## src/rtl/nanov_spi_arbiter.sv

```systemverilog
// nanov_spi_arbiter
//   Shares one SPI RAM/flash between the nanoV instruction-fetch port (0,
//   read only) and data port (1, read/write). Whole 32-bit word transactions
//   are serialised one bit per clk: command, 24-bit address, optional read
//   turnaround, 32 data bits (byte 0 first, each byte MSB first), one gap.
//
// Parameters
//   READ_DELAY : turnaround cycles between the address and read data (0..7).
// Optional feature
//   SPI_ARB_ROUND_ROBIN_EN : when defined, ties alternate between ports;
//                            otherwise port 1 always wins a tie.
// Ports
//   clk, rst                    : clock, synchronous active-high reset
//   req0_valid/addr/ready       : fetch request handshake
//   rsp0_valid/data             : fetch response strobe and word
//   req1_valid/write/addr/wdata/ready : data request handshake
//   rsp1_valid/data             : data response strobe (0 data on write ack)
//   spi_select                  : chip select, active low
//   spi_clk_enable              : gate enable for the external SPI clock
//   spi_out, spi_data_in        : MOSI, MISO
module nanov_spi_arbiter #(
  parameter int unsigned READ_DELAY = 0
) (
  input  logic        clk,
  input  logic        rst,
  input  logic        req0_valid,
  input  logic [23:0] req0_addr,
  output logic        req0_ready,
  output logic        rsp0_valid,
  output logic [31:0] rsp0_data,
  input  logic        req1_valid,
  input  logic        req1_write,
  input  logic [23:0] req1_addr,
  input  logic [31:0] req1_wdata,
  output logic        req1_ready,
  output logic        rsp1_valid,
  output logic [31:0] rsp1_data,
  output logic        spi_select,
  output logic        spi_clk_enable,
  output logic        spi_out,
  input  logic        spi_data_in
);

  localparam int unsigned CNT_W     = 6;
  localparam int unsigned CMD_BITS  = 8;
  localparam int unsigned ADDR_BITS = 24;
  localparam int unsigned DATA_BITS = 32;
  localparam int unsigned TX_BITS   = CMD_BITS + ADDR_BITS + DATA_BITS;
  localparam logic [7:0]  CMD_READ  = 8'h03;
  localparam logic [7:0]  CMD_WRITE = 8'h02;

  typedef enum logic [2:0] {
    S_IDLE,
    S_CMD,
    S_ADDR,
    S_WAIT,
    S_DATA,
    S_GAP
  } state_t;

  // Byte 0 travels first on the wire, so the wire stream is the byte-swapped word.
  function automatic logic [31:0] f_bswap(input logic [31:0] d);
    return {d[7:0], d[15:8], d[23:16], d[31:24]};
  endfunction

  state_t               r_state, w_state_nxt;
  logic [CNT_W-1:0]     r_cnt, w_cnt_nxt;
  logic                 r_rdy0, w_rdy0_nxt;
  logic                 r_rdy1, w_rdy1_nxt;
  logic                 r_port, w_port_nxt;
  logic                 r_write, w_write_nxt;
  logic [TX_BITS-1:0]   r_tx, w_tx_nxt;
  logic [DATA_BITS-1:0] r_rx, w_rx_nxt;
  logic                 r_sel, w_sel_nxt;
  logic                 r_clken, w_clken_nxt;
  logic                 r_rsp0_v, w_rsp0_v_nxt;
  logic                 r_rsp1_v, w_rsp1_v_nxt;
  logic [DATA_BITS-1:0] r_rsp0_d, w_rsp0_d_nxt;
  logic [DATA_BITS-1:0] r_rsp1_d, w_rsp1_d_nxt;
  logic                 w_decide;
  logic                 w_gnt0, w_gnt1;
  logic                 w_acc_write;
  logic [23:0]          w_acc_addr;
  logic [DATA_BITS-1:0] w_rx_last;

  // Grant selection; only consumed on cycles where w_decide is set.
`ifdef SPI_ARB_ROUND_ROBIN_EN
  logic r_last1;

  always_comb begin
    w_gnt1 = req1_valid & (~req0_valid | ~r_last1);
    w_gnt0 = req0_valid & ~w_gnt1;
  end

  // Remembers which port won the most recent grant.
  always_ff @(posedge clk) begin
    if (rst) begin
      r_last1 <= 1'b0;
    end else if (w_decide && (w_gnt0 || w_gnt1)) begin
      r_last1 <= w_gnt1;
    end
  end
`else
  always_comb begin
    w_gnt1 = req1_valid;
    w_gnt0 = req0_valid & ~req1_valid;
  end
`endif

  // Request fields are captured on the edge that ends the ready cycle.
  assign w_acc_write = r_rdy1 & req1_write;
  assign w_acc_addr  = r_rdy1 ? req1_addr : req0_addr;
  assign w_rx_last   = {r_rx[DATA_BITS-2:0], spi_data_in};

  // Next-state and next-output logic.
  always_comb begin
    w_state_nxt  = r_state;
    w_cnt_nxt    = CNT_W'(r_cnt - CNT_W'(1));
    w_rdy0_nxt   = 1'b0;
    w_rdy1_nxt   = 1'b0;
    w_port_nxt   = r_port;
    w_write_nxt  = r_write;
    w_tx_nxt     = r_tx;
    w_rx_nxt     = r_rx;
    w_sel_nxt    = r_sel;
    w_clken_nxt  = r_clken;
    w_rsp0_v_nxt = 1'b0;
    w_rsp1_v_nxt = 1'b0;
    w_rsp0_d_nxt = r_rsp0_d;
    w_rsp1_d_nxt = r_rsp1_d;
    w_decide     = 1'b0;

    case (r_state)
      S_IDLE: begin
        if (r_rdy0 || r_rdy1) begin
          // Ready cycle: commit the granted request and start the command.
          w_state_nxt = S_CMD;
          w_cnt_nxt   = CNT_W'(CMD_BITS - 1);
          w_port_nxt  = r_rdy1;
          w_write_nxt = w_acc_write;
          w_tx_nxt    = {(w_acc_write ? CMD_WRITE : CMD_READ), w_acc_addr,
                         (w_acc_write ? f_bswap(req1_wdata) : 32'h0)};
          w_sel_nxt   = 1'b0;
          w_clken_nxt = 1'b1;
        end else begin
          w_decide = 1'b1;
        end
      end
      S_CMD: begin
        w_tx_nxt = {r_tx[TX_BITS-2:0], 1'b0};
        if (r_cnt == CNT_W'(0)) begin
          w_state_nxt = S_ADDR;
          w_cnt_nxt   = CNT_W'(ADDR_BITS - 1);
        end
      end
      S_ADDR: begin
        w_tx_nxt = {r_tx[TX_BITS-2:0], 1'b0};
        if (r_cnt == CNT_W'(0)) begin
          if (!r_write && (READ_DELAY != 0)) begin
            w_state_nxt = S_WAIT;
            w_cnt_nxt   = CNT_W'(READ_DELAY - 1);
          end else begin
            w_state_nxt = S_DATA;
            w_cnt_nxt   = CNT_W'(DATA_BITS - 1);
          end
        end
      end
      S_WAIT: begin
        // The tx register is all zero here, so MOSI idles low.
        if (r_cnt == CNT_W'(0)) begin
          w_state_nxt = S_DATA;
          w_cnt_nxt   = CNT_W'(DATA_BITS - 1);
        end
      end
      S_DATA: begin
        w_tx_nxt = {r_tx[TX_BITS-2:0], 1'b0};
        if (!r_write) begin
          w_rx_nxt = w_rx_last;
        end
        if (r_cnt == CNT_W'(0)) begin
          w_state_nxt = S_GAP;
          w_sel_nxt   = 1'b1;
          w_clken_nxt = 1'b0;
          if (r_port) begin
            w_rsp1_v_nxt = 1'b1;
            w_rsp1_d_nxt = r_write ? 32'h0 : f_bswap(w_rx_last);
          end else begin
            w_rsp0_v_nxt = 1'b1;
            w_rsp0_d_nxt = f_bswap(w_rx_last);
          end
        end
      end
      S_GAP: begin
        // Arbitrate here so the next ready lands on the first IDLE cycle.
        w_state_nxt = S_IDLE;
        w_decide    = 1'b1;
      end
      default: begin
        w_state_nxt = S_IDLE;
        w_sel_nxt   = 1'b1;
        w_clken_nxt = 1'b0;
      end
    endcase

    if (w_decide) begin
      w_rdy0_nxt = w_gnt0;
      w_rdy1_nxt = w_gnt1;
    end
  end

  // State and output registers.
  always_ff @(posedge clk) begin
    if (rst) begin
      r_state  <= S_IDLE;
      r_cnt    <= CNT_W'(0);
      r_rdy0   <= 1'b0;
      r_rdy1   <= 1'b0;
      r_port   <= 1'b0;
      r_write  <= 1'b0;
      r_tx     <= '0;
      r_rx     <= '0;
      r_sel    <= 1'b1;
      r_clken  <= 1'b0;
      r_rsp0_v <= 1'b0;
      r_rsp1_v <= 1'b0;
      r_rsp0_d <= '0;
      r_rsp1_d <= '0;
    end else begin
      r_state  <= w_state_nxt;
      r_cnt    <= w_cnt_nxt;
      r_rdy0   <= w_rdy0_nxt;
      r_rdy1   <= w_rdy1_nxt;
      r_port   <= w_port_nxt;
      r_write  <= w_write_nxt;
      r_tx     <= w_tx_nxt;
      r_rx     <= w_rx_nxt;
      r_sel    <= w_sel_nxt;
      r_clken  <= w_clken_nxt;
      r_rsp0_v <= w_rsp0_v_nxt;
      r_rsp1_v <= w_rsp1_v_nxt;
      r_rsp0_d <= w_rsp0_d_nxt;
      r_rsp1_d <= w_rsp1_d_nxt;
    end
  end

  assign req0_ready     = r_rdy0;
  assign req1_ready     = r_rdy1;
  assign rsp0_valid     = r_rsp0_v;
  assign rsp0_data      = r_rsp0_d;
  assign rsp1_valid     = r_rsp1_v;
  assign rsp1_data      = r_rsp1_d;
  assign spi_select     = r_sel;
  assign spi_clk_enable = r_clken;
  assign spi_out        = r_tx[TX_BITS-1];

endmodule

```

## config.mk

```make
export PLATFORM = sky130hd
export DESIGN_NAME = nanov_spi_arbiter
export DESIGN_NICKNAME = d
export VERILOG_FILES = /design/src/rtl/nanov_spi_arbiter.sv
export SDC_FILE = /design/constraint.sdc
export NUM_CORES = 1
export LEC_CHECK = 0
export BUFFER_PORTS_ARGS = -buffer_cell sky130_fd_sc_hd__buf_4
export CORE_UTILIZATION = 58
export CTS_CLUSTER_SIZE = 12
export DETAILED_ROUTE_END_ITERATION = 6
export GPL_ROUTABILITY_DRIVEN = 0
export HOLD_SLACK_MARGIN = 0.15
export PLACE_DENSITY = 0.85
export SLEW_MARGIN = 15
export SYNTH_ARGS = -nofsm -noshare
export SYNTH_HDL_FRONTEND = slang
export SYNTH_SLANG_ARGS = --single-unit
```

## constraint.sdc

```tcl
create_clock -name clk -period 3 [get_ports clk]
set_input_delay 0.6 -clock clk [delete_from_list [all_inputs] [get_ports clk]]
set_output_delay 0.6 -clock clk [all_outputs]
set_load 0.01 [all_outputs]
```

==> impl_metrics.tcl <==
set metrics [dict create \
    cts.repair.resized 0 \
    largest_net_degree_at_the_start_of_global_routing 97 \
    largest_family_of_logic_cells_by_synthesized_area "compound AO/OA/AOI/OAI gates" \
    worst-path-buf-inv 2 \
    chipWidth_um 111 \
    floorplan.io_pins 157 \
    design.final.nets 1018 \
    area_of_the_multi_input_gates_um2 3100 \
    p_leak_nw 3.36 \
    power.density_nw_per_um2 736 \
    ys_top_cells_by_area "dfxtp_1, nand2_1, a21oi_1, a22o_1, mux2i_1" \
    antenna_violating_nets_post_route 0 \
    finish.utilization 0.754 \
    synth_edf_count 0 \
    tns_ns 0 \
    min_period_ns 2.36 \
    syn_area_um2 6920 \
    post_route_clock_skew_ns 0.0108 \
    worst_slew_pin_slew_ns 0.904 \
    dp_hpwl_um 10700 \
    critical_path.max_stage_delay_ns 0.67 \
    muxShareOfSynthArea 0.0347 \
    setup.worst_path.start "r_cnt[0]" \
    synthXorXnorAreaFrac 0.00507 \
    synth_top_flop_cell "dfxtp_1" \
    worst_skew_pair.late_latency_ns 0.43 \
    final_cell_mix "dfxtp_1, nand2_1, buf_4, a21oi_1, nor2_1" \
    violations "design-rule violations" \
    grt_remaining_overflow 0 \
    routed_via_density 5.79 \
    critical_path.endpoint_type "flop" \
    remaining_drc_errors 22 \
    grt_first_pass_wirelength_um 28300 \
    worst_ep_arrival_time_ns 2.72 \
    synth.net_count 901 \
    drt_first_iter_violations 496 \
    synth_cells 814 \
    number_of_clock_sinks 176 \
    cts_setup_buffers 0 \
    holdCritPathClass "in -> reg" \
    insertedDiodeCount 0 \
    layout.cells.most_common "dfxtp_1" \
    grt_pass1_vias 5992 \
    cell_type_contributing_the_most_total_cell_area_after_synthesis "dfxtp_1" \
    area_growth_pct 25.5 \
    regToRegStartpoint "r_cnt[0]" \
    max-slew-margin-rel 0.398 \
    rsz_0062_raised_after_global_routing "false" \
    critical_path_capture_point "rsp1_data[13]" \
    postSynthRegisterBits 176 \
    path_cells "inv_1, ha_1, or4b_1, nor3_2, and4bb_1, buf_4, a22o_1" \
    cts_tree "built" \
    async_reset_ff_frac 0 \
    finalSetupViolations 0 \
    ys_warn_count 0 \
    port_buffers 156 \
    r2r_slack_ns 0.64 \
    drv_cap 0 \
    initial_core_util 0.600 \
    regArea_um2 3520 \
    timing.hold.worst.start "spi_data_in" \
    synth-seq-area-share 0.509 \
    routed_wl_um 16700 \
    number_of_buffers_between_clock_root_and_the_deepest_sink 2 \
    fmaxAchievable_mhz 424 \
    clk_pin_slew_ns 0.07 \
    r2r_end "rsp1_data[13]" \
    design.die.area_um2 12400 \
    path_class "reg -> reg" \
    numCtsBuffers 17 \
    outcome "complete, but fails checks" \
    root_buffer "clkbuf_16" \
    post_route_cells_drive_above_1_share 0.222 \
    ff2ff_path_depth 7 \
    die_height_um 111 \
    fillCellCount 816 \
    final.period_utilization 0.786 \
    startpoint_class_of_the_critical_path "flop" \
    number_of_antenna_violations_at_the_first_check_in_global_routing 0 \
    ir_drop_mv 0.583 \
    firstDrtPassIters 7 \
    path_delay_family "simple AND/OR/NAND/NOR gates" \
    post-synth-top-area-fraction 0.509 \
    clock_tree.htree_level_count 4 \
    crit_fanout 32 \
    coreArea_um2 11500 \
    cp.required_ns 3.36 \
    post_synth_num_cell_types 46 \
    cts.hold.buffers_added 0 \
    critical-path-slowest-cell "or4b_1" \
    worstSetupPathDepth 7 \
    overall_track_demand_over_capacity_in_global_routing 0.278 \
    place_inst 1055 \
    slew_viols_final 0 \
    core.rowCount 39 \
    avgSynthCellArea_um2 8.50 \
    synth_adder_area_share 0.00326 \
    final_cell_count_no_fill 1087 \
    synthSimpleGateAreaFrac 0.181 \
    synth-compound-area-share 0.217 \
    timing_hold_violations_final 0 \
    num_vias 6297 \
    avgRoutedWirePerCell_um 15.3 \
]
==> how the worst min path moves through the flow <==
stage,to,cells past startpoint
after floorplan,r_tx[0],2
after global placement,rsp0_data[4],2
after detailed placement,rsp0_data[10],2
after CTS,rsp1_data[24],2
after global routing,rsp1_data[24],2
final,rsp1_data[24],2
==> power breakdown <==
| part | switching, W | internal, W |
|---|---|---|
| Sequential | 0.000224 | 0.00265 |
| Combinational | 0.000833 | 0.000554 |
| Clock | 0.00101 | 0.00113 |
| Total | 0.00207 | 0.00433 |
==> metrics by stage <==
stage / setup slack (ns) / instance area (µm²) / hold slack, ns / power (W)
global placement: 0.812 / 8100 / 0.443 / 0.00418
detailed placement: 0.713 / 8100 / 0.448 / 0.00426
global route: 0.473 / 8680 / 0.395 / 0.00673
floorplan: 0.970 / 6920 / 0.429 / 0.00388
finish: 0.642 / 8680 / 0.413 / 0.00639
CTS: 0.682 / 8680 / 0.403 / 0.00640
==> sequential cells by signal (all words and copies together) (netlist names), 3 cells and up <==
register	count
r_cnt	6
r_tx	64
r_state	3
rsp0_data	32
r_rx	31
rsp1_data	32
==> routing by layer <==
metal,vias to the layer above,GRT usage,part of all wire
li1,3063,-,-
met1,2954,0.348,0.42
met2,247,0.470,0.50
met3,33,0.0541,0.058
met4,0,0.111,0.020
met5,-,0,0
==> kinds of logic (layout without fill, tap and decap cells) <==
kind of cell | count (synthesis) | in the layout
AND/OR/NAND/NOR | 290 | 290
AO/OA/AOI/OAI | 242 | 242
flip-flops | 176 | 176
buffers and inverters | 76 | 206
multiplexers | 24 | 24
XOR/XNOR | 4 | 4
adder cells (fa/ha/maj) | 2 | 2
==> layout make-up <==
type / count / share of cell area
Sequential cell: 176 / 0.406
Clock buffer: 18 / 0.0506
Clock inverter: 14 / 0.0163
Timing Repair Buffer: 170 / 0.148
Tap cell: 143 / 0.0206
Multi-Input combinational cell: 562 / 0.357
Inverter: 4 / 0.00173
==> cells in the mapped netlist, types with 2 or more instances <==
master	count
a22oi_1	7
and3_1	2
nor2_1	50
o21ai_0	36
o22ai_1	25
a2111oi_0	3
mux2i_1	24
buf_4	4
a21oi_1	95
inv_1	4
buf_6	3
a21o_1	2
a211oi_1	32
buf_2	13
clkbuf_1	49
buf_1	3
a22o_1	32
nor3_1	31
nand2b_1	27
nand2_1	169
xnor2_1	3
dfxtp_1	176
Note: power is estimated with default switching activity, not from simulation.
